### config.mk
export PLATFORM = sky130hd
export DESIGN_NAME = stopwatch_datapath
export DESIGN_NICKNAME = d
export VERILOG_FILES = /design/src/rtl/stopwatch_datapath.sv
export SDC_FILE = /design/constraint.sdc
export NUM_CORES = 1
export LEC_CHECK = 0
export BUFFER_PORTS_ARGS = -buffer_cell sky130_fd_sc_hd__buf_2
export CORE_ASPECT_RATIO = 1.5
export CORE_UTILIZATION = 61
export DETAILED_ROUTE_END_ITERATION = 8
export PLACE_DENSITY = 0.88
export SETUP_SLACK_MARGIN = 0.02
export SLEW_MARGIN = 15
export SYNTH_ARGS = -nofsm -noshare
export SYNTH_HDL_FRONTEND = slang
export SYNTH_SLANG_ARGS = --single-unit
### constraint.sdc
create_clock -name clk -period 3.5 [get_ports clk]
set_input_delay 0.525 -clock clk [delete_from_list [all_inputs] [get_ports clk]]
set_output_delay 0.525 -clock clk [all_outputs]
set_load 0.005 [all_outputs]
### src/rtl/stopwatch_datapath.sv
// Stopwatch datapath: tenth-second prescaler, M:SS.T BCD time counter,
// lap register, button synchronisers with rising-edge detectors, and the
// display multiplexer. Executes the 6-bit control word from the control
// unit and returns status {S2, S1, tenth}.
module stopwatch_datapath #(
    parameter int PRESCALE   = 5000000,
    parameter int PRESCALE_W = 23
) (
    input  logic        clk,
    input  logic        reset,
    input  logic [5:0]  cw,
    input  logic [1:0]  btn,
    output logic [2:0]  sw,
    output logic [15:0] display
);

    localparam logic [PRESCALE_W-1:0] PRESC_MAX = PRESCALE_W'(PRESCALE - 1);
    localparam logic [PRESCALE_W-1:0] PRESC_ONE = {{(PRESCALE_W-1){1'b0}}, 1'b1};

    logic [PRESCALE_W-1:0] presc_q, presc_d;
    logic [15:0]           tcnt_q, tcnt_d;   // {min, sec_tens, sec_units, tenths}
    logic [15:0]           lap_q, lap_d;
    logic [1:0]            sync1_q, sync2_q, prev_q;
    logic                  tenth;
    logic [1:0]            press;

    // Prescaler next value: hold, count with wrap at PRESCALE-1, or clear.
    always_comb begin
        // NOTE: every variable gets a default first so no path leaves it unassigned (no latch).
        presc_d = presc_q;
        unique case (cw[1:0])
            2'b00:   presc_d = presc_q;
            2'b01:   presc_d = (presc_q == PRESC_MAX) ? '0 : presc_q + PRESC_ONE;
            default: presc_d = '0;
        endcase
    end

    // Tick is combinational so it lines up with the wrap cycle of the prescaler.
    assign tenth = (presc_q == PRESC_MAX) && (cw[1:0] == 2'b01);

    // Time counter next value: BCD ripple increment with full wrap at 9:59.9.
    always_comb begin
        tcnt_d = tcnt_q;
        unique case (cw[3:2])
            2'b01: begin
                if (tcnt_q[3:0] != 4'd9) begin
                    tcnt_d[3:0] = tcnt_q[3:0] + 4'd1;
                end else begin
                    tcnt_d[3:0] = 4'd0;
                    if (tcnt_q[7:4] != 4'd9) begin
                        tcnt_d[7:4] = tcnt_q[7:4] + 4'd1;
                    end else begin
                        tcnt_d[7:4] = 4'd0;
                        if (tcnt_q[11:8] != 4'd5) begin
                            tcnt_d[11:8] = tcnt_q[11:8] + 4'd1;
                        end else begin
                            tcnt_d[11:8]  = 4'd0;
                            tcnt_d[15:12] = (tcnt_q[15:12] == 4'd9) ? 4'd0
                                                                    : tcnt_q[15:12] + 4'd1;
                        end
                    end
                end
            end
            2'b10:   tcnt_d = '0;
            default: tcnt_d = tcnt_q;
        endcase
    end

    // Lap captures the current (pre-increment) register value when loaded.
    always_comb begin
        lap_d = cw[4] ? tcnt_q : lap_q;
    end

    // State registers; button flops reset to 1 so a held button is not a press.
    always_ff @(posedge clk or posedge reset) begin
        // NOTE: reset every state flop here; the registers are small and a held button must not pulse.
        if (reset) begin
            presc_q <= '0;
            tcnt_q  <= '0;
            lap_q   <= '0;
            sync1_q <= 2'b11;
            sync2_q <= 2'b11;
            prev_q  <= 2'b11;
        end else begin
            // NOTE: non-blocking so every flop samples pre-edge values (sync chain stays two stages).
            presc_q <= presc_d;
            tcnt_q  <= tcnt_d;
            lap_q   <= lap_d;
            sync1_q <= btn;
            sync2_q <= sync1_q;
            prev_q  <= sync2_q;
        end
    end

    // Rising-edge pulses from the synchronised buttons, and output muxing.
    assign press   = sync2_q & ~prev_q;
    assign sw      = {press[1], press[0], tenth};
    assign display = cw[5] ? lap_q : tcnt_q;

endmodule

Word-level counts from Yosys, hierarchy flattened
Cells that the tools add are included.

storage, ports and cells
  bits in registers = 61
  latch bits = 0
  RAM bits = 0
  bits in read-only memories = 0
  logic and storage cells = 44
  memories kept = 0

operators by class
  add/subtract/negate cells = 5
  $mul = 0
  div/mod/pow operators = 0
  magnitude comparators = 0
  equal/unequal tests = 11
  shifts and indexed selects = 0
  muxes and demuxes = 11
  bitwise logic cells = 2
  reductions and logical operators = 6

operators with widths
  cell                     number
  $pmux W23 S2             1
  $pmux W16 S2             1
  $add A23 B1 Y23 const B  1
  $eq A23 B23 Y1 const B   1
  $mux W23                 1
  $mux W4                  5
  $add A4 B1 Y4 const B    4
  $mux W16                 1
  $mux W12                 1
  $mux W8                  1
  $ne A4 B4 Y1 const B     2
  $ne A2 B2 Y1 const B     3
  $eq A2 B1 Y1 const B     2
  $eq A4 B4 Y1 const B     1
  $ne A4 B3 Y1 const B     1
  $reduce_and A4 Y1        1
  $reduce_and A3 Y1        1
  $and A2 B2 Y2            1
  $eq A2 B2 Y1 const B     1
  $logic_not A2 Y1         1
  $not A2 Y2               1
  $reduce_and A2 Y1        1
  $reduce_bool A2 Y1       1
  $logic_and A1 B1 Y1      1

Longest topological paths before layout
Gate-level depths: netlist of the first run.

  depth after elaboration = 6
  gate-level depth with buffers = 7
  mapped depth without buffers = 7

Worst setup path after synthesis of the first run
OpenSTA, ideal clock, no wires.

  path kind = flip-flop to output port
  start point = register presc_q[20]
  end point = output sw[0]
  arrival = 1495 ps
  required time = 2975 ps
  path slack = 1480 ps
  stages on the path, launching flop included = 6
  cell sequence = dfrtp_1 > or4b_1 > nor3_2 > nand4_2 > nor2_1 > buf_4

between the ends
  cells in the longest elaborated chain, start to end = 2

ends and longest elaborated chain
  what                    RTL line  RTL
  from (decl)             20        logic [PRESCALE_W-1:0] presc_q, presc_d;
  from (signal assigned)  86        presc_q <= presc_d;
  $eq A23 B23 Y1          39        assign tenth = (presc_q == PRESC_MAX) && (cw[1:0] == 2'b01);
  $logic_and A1 B1 Y1     39
  to (decl)               13        output logic [2:0] sw,

No other way between the ends.

Worst setup path after layout of the first run
Same ends and word-level chain as after synthesis.

==> results.cfg, run 1 <==
[place]
dp_cells = 422
place_congestion = 0.8541
pre_cts_slack_ns = 1.231
hpwl_um = 5071
port_buffers = 28

[finish]
fin_nets = 386
drive_gt1_share_pct = 25.14
diodes = 0
regArea_sq_um = 1534
multi_input_area_sq_um = 1662
fillers = 407
area_delta_synth_final_pct = 9.996
finalNonFillerCells = 438
utilization_pct = 70.87

[clock_tree]
cts_htree_levels = 3
post_cts_buffers = 0
post_cts_resized = 0
clk_pin_slew_worst_paths_ns = 0.07
cts_sinks = 61
cts_root_buf = clkbuf_8
cts_tree = yes
hold_buffers = 0
cts_buffers = 9
clk_latency_ns = 0.35
clock_path_buffers = 2

[logic_synthesis]
syn_nets = 360
syn-cell-area_sq_um = 3379
yosys_register_bits = 61
yosys_warnings = 0
synth_ff_type = dfrtp_1
ys_seq_area_share_pct = 45.39
yosys.cell_count.top_type = dfrtp_1
ys_top_cells_by_count = 55 x dfrtp_1, 35 x nand2_1, 29 x mux2_2
synthTopCellsByArea = dfrtp_1 41%, mux2_2 9.7%, dfstp_2 4.7%
yosys.area.top_type = dfrtp_1
synth.avg_cell_area_sq_um = 9.969
async_reset_ff_share_pct = 100.0
synth_edf_count = 0
synth_cells = 339
synth_cell_types = 58
yosys.area.top_type_share_pct = 40.73

[drt]
ant_nets = 0
drc_errors = 0
avgViaCountPerCell = 6.317
wl_um = 7386
drt_first_pass_iters = 5
vias = 2767
drt-initial-drc-count = 169
drt-wirelength-per-cell_um = 16.86

[power]
power_frac_comb_pct = 25.6
ir_worst_vdd_mv = 0.2389
power_density_nw_per_um2 = 589.5
power.leakage_nw = 1.605
p_switching_mw = 0.7513
clkPwrFrac_pct = 26.3
seq_power_share_pct = 48.1
p_int_mw = 1.440
switching_share_pct = 34.29

[setup_path]
crit_family = simple AND/OR/NAND/NOR gates
worst_path_max_delay_cell = or4b_1
worstPathRequired_ns = 2.97
reg2regPathDepth = 6
critPathBufInv = 1
critPathMaxStageDelay_ns = 0.55
cp-start-kind = flip-flop
path_cells = or4b_1 > nor3_2 > nand4_2 > nor2_1 > buf_2
cp_max_fo = 9
endpoint_kind = primary output
crit_cells = 5
crit_type = flip-flop to primary output
arrival_ns = 2.04

[floorplanning]
initial_core_util_pct = 64.43
core_sq_um = 5245
die_y_um = 93.16
pin_count = 29
dieArea_sq_um = 5848
core.rowCount = 32
chipWidth_um = 62.78

[job]
maxCapViolCount = 0

[timing]
period_minus_slack_ns = 2.568
skew_ns = 0.005554
setup_tns_ns = 0
slew_headroom_pct = 29.71
hold_violations = 0
period_share_pct = 73.36
tightest_slew_ns = 1.054
maxSlewViolCount = 0
rsz0062_at_grt = false
worst_slack_ns = 0.9325
timing.fmax_mhz = 389.5
setup_violations = 0

[grt]
grt_pass1_wl_um = 12460
grt_pass1_vias = 2742
antenna_found_initial = 0
grt_use_total_pct = 27.88
grt_overflow = 0
grt_max_degree = 34

[worst_hold_path]
hp-class = primary input to async pin

[status]
status = completed
==> cells by family (layout without fill, tap and decap cells) <==
family | after synthesis | count (layout) | synth area share, %
muxes | 30 | 30 | 10.07
adders and majority gates | 11 | 11 | 4.073
xor gates and xnor gates | 2 | 2 | 0.5184
and+or+nand+nor | 132 | 132 | 21.58
buffers and inverters | 37 | 68 | 5.443
DFF | 61 | 61 | 45.39
AOI/OAI and AO/OA | 66 | 66 | 12.92
==> power groups by stage <==
stage | logic, mW | registers (mW) | clock network [mW]
2_1_floorplan | 0.395 | 1.00 | 0
3_3_place_gp | 0.517 | 1.04 | 0
3_5_place_dp | 0.550 | 1.06 | 0
4_1_cts | 0.564 | 1.05 | 0.589
5_1_grt | 0.625 | 1.08 | 0.626
6_report | 0.560 | 1.05 | 0.577
==> layer usage <==
layer	vias up	track usage, %	wire length, um
li1	1301	-	-
met1	1364	30.34	2858
met2	84	50.00	4024
met3	18	5.610	316
met4	0	15.70	187
met5	-	0	0
==> state kept, by name (all words and copies together), names as in the netlist <==
signal,cells
presc_q,23
tcnt_q,16
lap_q,16
sync2_q,2
sync1_q,2
prev_q,2
==> layout make-up <==
cell class	count	area share, %
Multi-Input combinational cell	241	44.70
Clock buffer	10	3.702
Sequential cell	61	41.27
Clock inverter	6	1.279
Timing Repair Buffer	30	4.174
Tap cell	68	2.289
Inverter	22	2.592
==> worst register-to-register path: cells and delay by family, from the launching register on <==
kind	cells	cell delay (ns)
fa+ha+maj	1	0.21
simple gates	2	0.66
flops	1	0.41
compound gates	3	0.92
==> per-stage QoR <==
| step | hold WS (ns) | power (mW) | area, sq um |
|---|---|---|---|
| after global placement | 0.3457 | 1.560 | 3532 |
| after detailed placement | 0.3470 | 1.608 | 3532 |
| final | 0.2689 | 2.191 | 3717 |
| after floorplan | 0.3452 | 1.400 | 3379 |
| after global routing | 0.2517 | 2.329 | 3717 |
| after CTS | 0.2634 | 2.201 | 3717 |
==> worst paths after layout <==
path	startpoint	slack (ns)	to
setup reg to reg	presc_q[1]$_DFFE_PP0P_	1.19	presc_q[19]$_DFFE_PP0P_
hold reg to reg	sync1_q[1]$_DFF_PP1_	0.36	sync2_q[1]$_DFF_PP1_
min in group clk	btn[1]	0.27	sync1_q[1]$_DFF_PP1_
max in group asynchronous	reset	2.52	lap_q[8]$_DFFE_PP0P_
hold / removal	reset	0.27	lap_q[14]$_DFFE_PP0P_
setup / recovery	presc_q[20]$_DFFE_PP0P_	0.93	sw[0]
==> layout by cell type, fill, tap and decap left out, types with 5 or more instances in the layout <==
cell type / instances
o211ai_1: 5
dfstp_2: 6
nor4_1: 8
nand3_1: 15
a21oi_1: 11
o21ai_0: 18
nor2_1: 17
nand4_1: 11
clkbuf_8: 10
nand2_1: 35
inv_1: 20
ha_1: 11
nand2b_1: 5
mux2_2: 29
buf_2: 28
nor3_1: 8
dfrtp_1: 55
No activity file was read; power rests on OpenSTA's default activity.
==> run 2, diff against run 1 <==
--- a/config.mk
+++ b/config.mk
@@ -5,11 +5,12 @@
 export SDC_FILE = /design/constraint.sdc
 export NUM_CORES = 1
 export LEC_CHECK = 0
+export ABC_AREA = 1
 export BUFFER_PORTS_ARGS = -buffer_cell sky130_fd_sc_hd__buf_2
 export CORE_ASPECT_RATIO = 1.5
-export CORE_UTILIZATION = 61
+export CORE_UTILIZATION = 54
 export DETAILED_ROUTE_END_ITERATION = 8
-export PLACE_DENSITY = 0.88
+export PLACE_DENSITY = 0.83
 export SETUP_SLACK_MARGIN = 0.02
 export SLEW_MARGIN = 15
 export SYNTH_ARGS = -nofsm -noshare
==> constraint.sdc (replaced) <==
create_clock -name clk -period 2.2 [get_ports clk]
set_input_delay 0.33 -clock clk [delete_from_list [all_inputs] [get_ports clk]]
set_output_delay 0.33 -clock clk [all_outputs]
set_load 0.005 [all_outputs]
==> results.cfg, run 2 <==
[status]
status = completed

[clock_tree]
cts_root_buf = clkbuf_8
cts_htree_levels = 3
post_cts_resized = 0
post_cts_buffers = 0
clk_pin_slew_worst_paths_ns = 0.07
clk_latency_ns = 0.33
hold_buffers = 0
clock_path_buffers = 2
cts_sinks = 61
cts_tree = yes
cts_buffers = 9

[timing]
period_minus_slack_ns = 1.950
tightest_slew_ns = 0.5418
rsz0062_at_grt = false
timing.fmax_mhz = 512.8
skew_ns = 0.009085
worst_slack_ns = 0.2500
hold_violations = 0
period_share_pct = 88.64
maxSlewViolCount = 0
slew_headroom_pct = 63.88
setup_violations = 0
setup_tns_ns = 0

[setup_path]
arrival_ns = 1.62
cp-start-kind = flip-flop
endpoint_kind = primary output
cp_max_fo = 6
worstPathRequired_ns = 1.87
critPathMaxStageDelay_ns = 0.44
crit_type = flip-flop to primary output
worst_path_max_delay_cell = dfrtp_1
path_cells = ha_1 > nand3_2 > nor2_4 > nand3_1 > nor2_1 > buf_2

[logic_synthesis]
yosys.area.top_type_share_pct = 39.91
syn_nets = 472
syn-cell-area_sq_um = 3448
yosys_register_bits = 61
ys_top_cells_by_count = 95 x nand2_1, 68 x nor2_1, 55 x dfrtp_1
synth.avg_cell_area_sq_um = 7.646
yosys_warnings = 0
async_reset_ff_share_pct = 100.0
yosys.cell_count.top_type = nand2_1
yosys.area.top_type = dfrtp_1
synth_edf_count = 0
synthTopCellsByArea = dfrtp_1 40%, nand2_1 10%, nor2_1 7.4%
ys_seq_area_share_pct = 44.48
synth_ff_type = dfrtp_1
synth_cells = 451
synth_cell_types = 30

[drt]
drt-initial-drc-count = 164
met2WireLength_um = 3978
wl_um = 7608
drc_errors = 0
avgViaCountPerCell = 5.339
dr_wl_met3_um = 291
ant_nets = 0
drt_first_pass_iters = 4
vias = 3006
wl_met1_um = 2986
drt-wirelength-per-cell_um = 13.51
dr.max_layer_used = met4

[power]
switching_share_pct = 32.77
p_int_mw = 2.051
power_frac_comb_pct = 23.2
ir_worst_vdd_mv = 0.3541
power_density_nw_per_um2 = 793.8
seq_power_share_pct = 48.8
power.leakage_nw = 1.766
clkPwrFrac_pct = 28.0
p_switching_mw = 0.9998

[place]
pre_cts_slack_ns = 0.5196
port_buffers = 28
hpwl_um = 5666
place_congestion = 0.9230

[grt]
grt_use_total_pct = 25.19
grt_max_degree = 62
grt_pass1_wl_um = 12520
grt_overflow = 0
grt_pass1_vias = 2909
antenna_found_initial = 0

[finish]
largest_reg_flops = 23
fillers = 544
reg_top3 = presc_q (23), lap_q (16), tcnt_q (16)
area_delta_synth_final_pct = 11.47
diodes = 0
final_cell_mix = 95 x nand2_1, 68 x nor2_1, 55 x dfrtp_1
utilization_pct = 62.25
largest_register = presc_q
fin_nets = 505
final_common_cell = nand2_1
drive_gt1_share_pct = 15.54

[floorplanning]
pin_count = 29
die_y_um = 99.87
dieArea_sq_um = 6716
core.rowCount = 35
chipWidth_um = 67.25
initial_core_util_pct = 55.85
core_sq_um = 6175

[job]
maxCapViolCount = 0

[worst_hold_path]
hp-class = primary input to async pin
==> run 2: cell count changes after synthesis, moves of 10 or more <==
cell and delta:
nand3_1 +23, inv_1 +29, o21ai_0 +21, nor2_1 +51, mux2_2 -29, nand2_1 +60, a21oi_1 +10
==> run 2: per-stage QoR <==
stage               hold WS (ns)  cells  power, mW  area, sq um
floorplan                 0.3345    451      1.968         3448
global placement          0.3457    547      2.184         3674
CTS                      0.04499    563      3.092         3844
global route             0.06261    563      3.288         3844
finish                   0.05042    563      3.051         3844
detailed placement        0.3473    547      2.224         3674
==> run 2: final timing paths <==
| path | start | end | slack (ns) | cells after the start |
|---|---|---|---|---|
| setup / recovery | presc_q[0]$_DFFE_PP0P_ | sw[0] | 0.25 | 6 |
| hold / removal | reset | presc_q[9]$_DFFE_PP0P_ | 0.05 | 3 |
| setup reg to reg | tcnt_q[1]$_DFFE_PP0P_ | tcnt_q[15]$_DFFE_PP0P_ | 0.53 | 9 |
| hold reg to reg | sync1_q[0]$_DFF_PP1_ | sync2_q[0]$_DFF_PP1_ | 0.36 | 0 |
| max in group asynchronous | reset | sync1_q[1]$_DFF_PP1_ | 1.84 | 3 |
| min in group clk | btn[1] | sync1_q[1]$_DFF_PP1_ | 0.09 | 1 |
==> run 2: cells by family (layout without fill, tap and decap cells) <==
family,after synthesis,after routing,synth area share [%]
fa+ha+maj,11,11,3.991
buf+inv,60,98,6.894
xor+xnor,13,13,3.302
compound gates,70,70,11.07
flops,61,61,44.48
simple gates,236,236,30.26
==> run 2: critical path, delay by kind of cell (launching register included) <==
kind,cells,cell delay [ns]
and+or+nand+nor,4,0.49
adders and majority gates,1,0.24
DFF,1,0.44
buffers and inverters,1,0.11
==> run 2: power by group through the flow <==
stage          registers (mW)  clock network, mW  logic, mW
6_report                 1.49              0.854      0.708
5_1_grt                  1.51              0.946      0.829
4_1_cts                  1.49              0.885      0.720
3_5_place_dp             1.51                  0      0.716
3_3_place_gp             1.49                  0      0.691
2_1_floorplan            1.47                  0      0.498
==> run 2: layer usage <==
| metal | up-vias | track usage (%) |
|---|---|---|
| li1 | 1520 | - |
| met1 | 1374 | 25.65 |
| met2 | 87 | 44.62 |
| met3 | 25 | 5.909 |
| met4 | 0 | 15.55 |
| met5 | - | 0 |
==> run 2: cell type report <==
type / instances / area [sq um] / share of cell area [%]
clock buffers: 12 / 145.1 / 3.776
clock inverters: 4 / 25.02 / 0.6510
well taps: 74 / 92.59 / 2.409
multi-input cells: 330 / 1677 / 43.62
repair buffers: 32 / 182.7 / 4.753
inverters: 50 / 187.7 / 4.883
flip-flops and latches: 61 / 1534 / 39.91
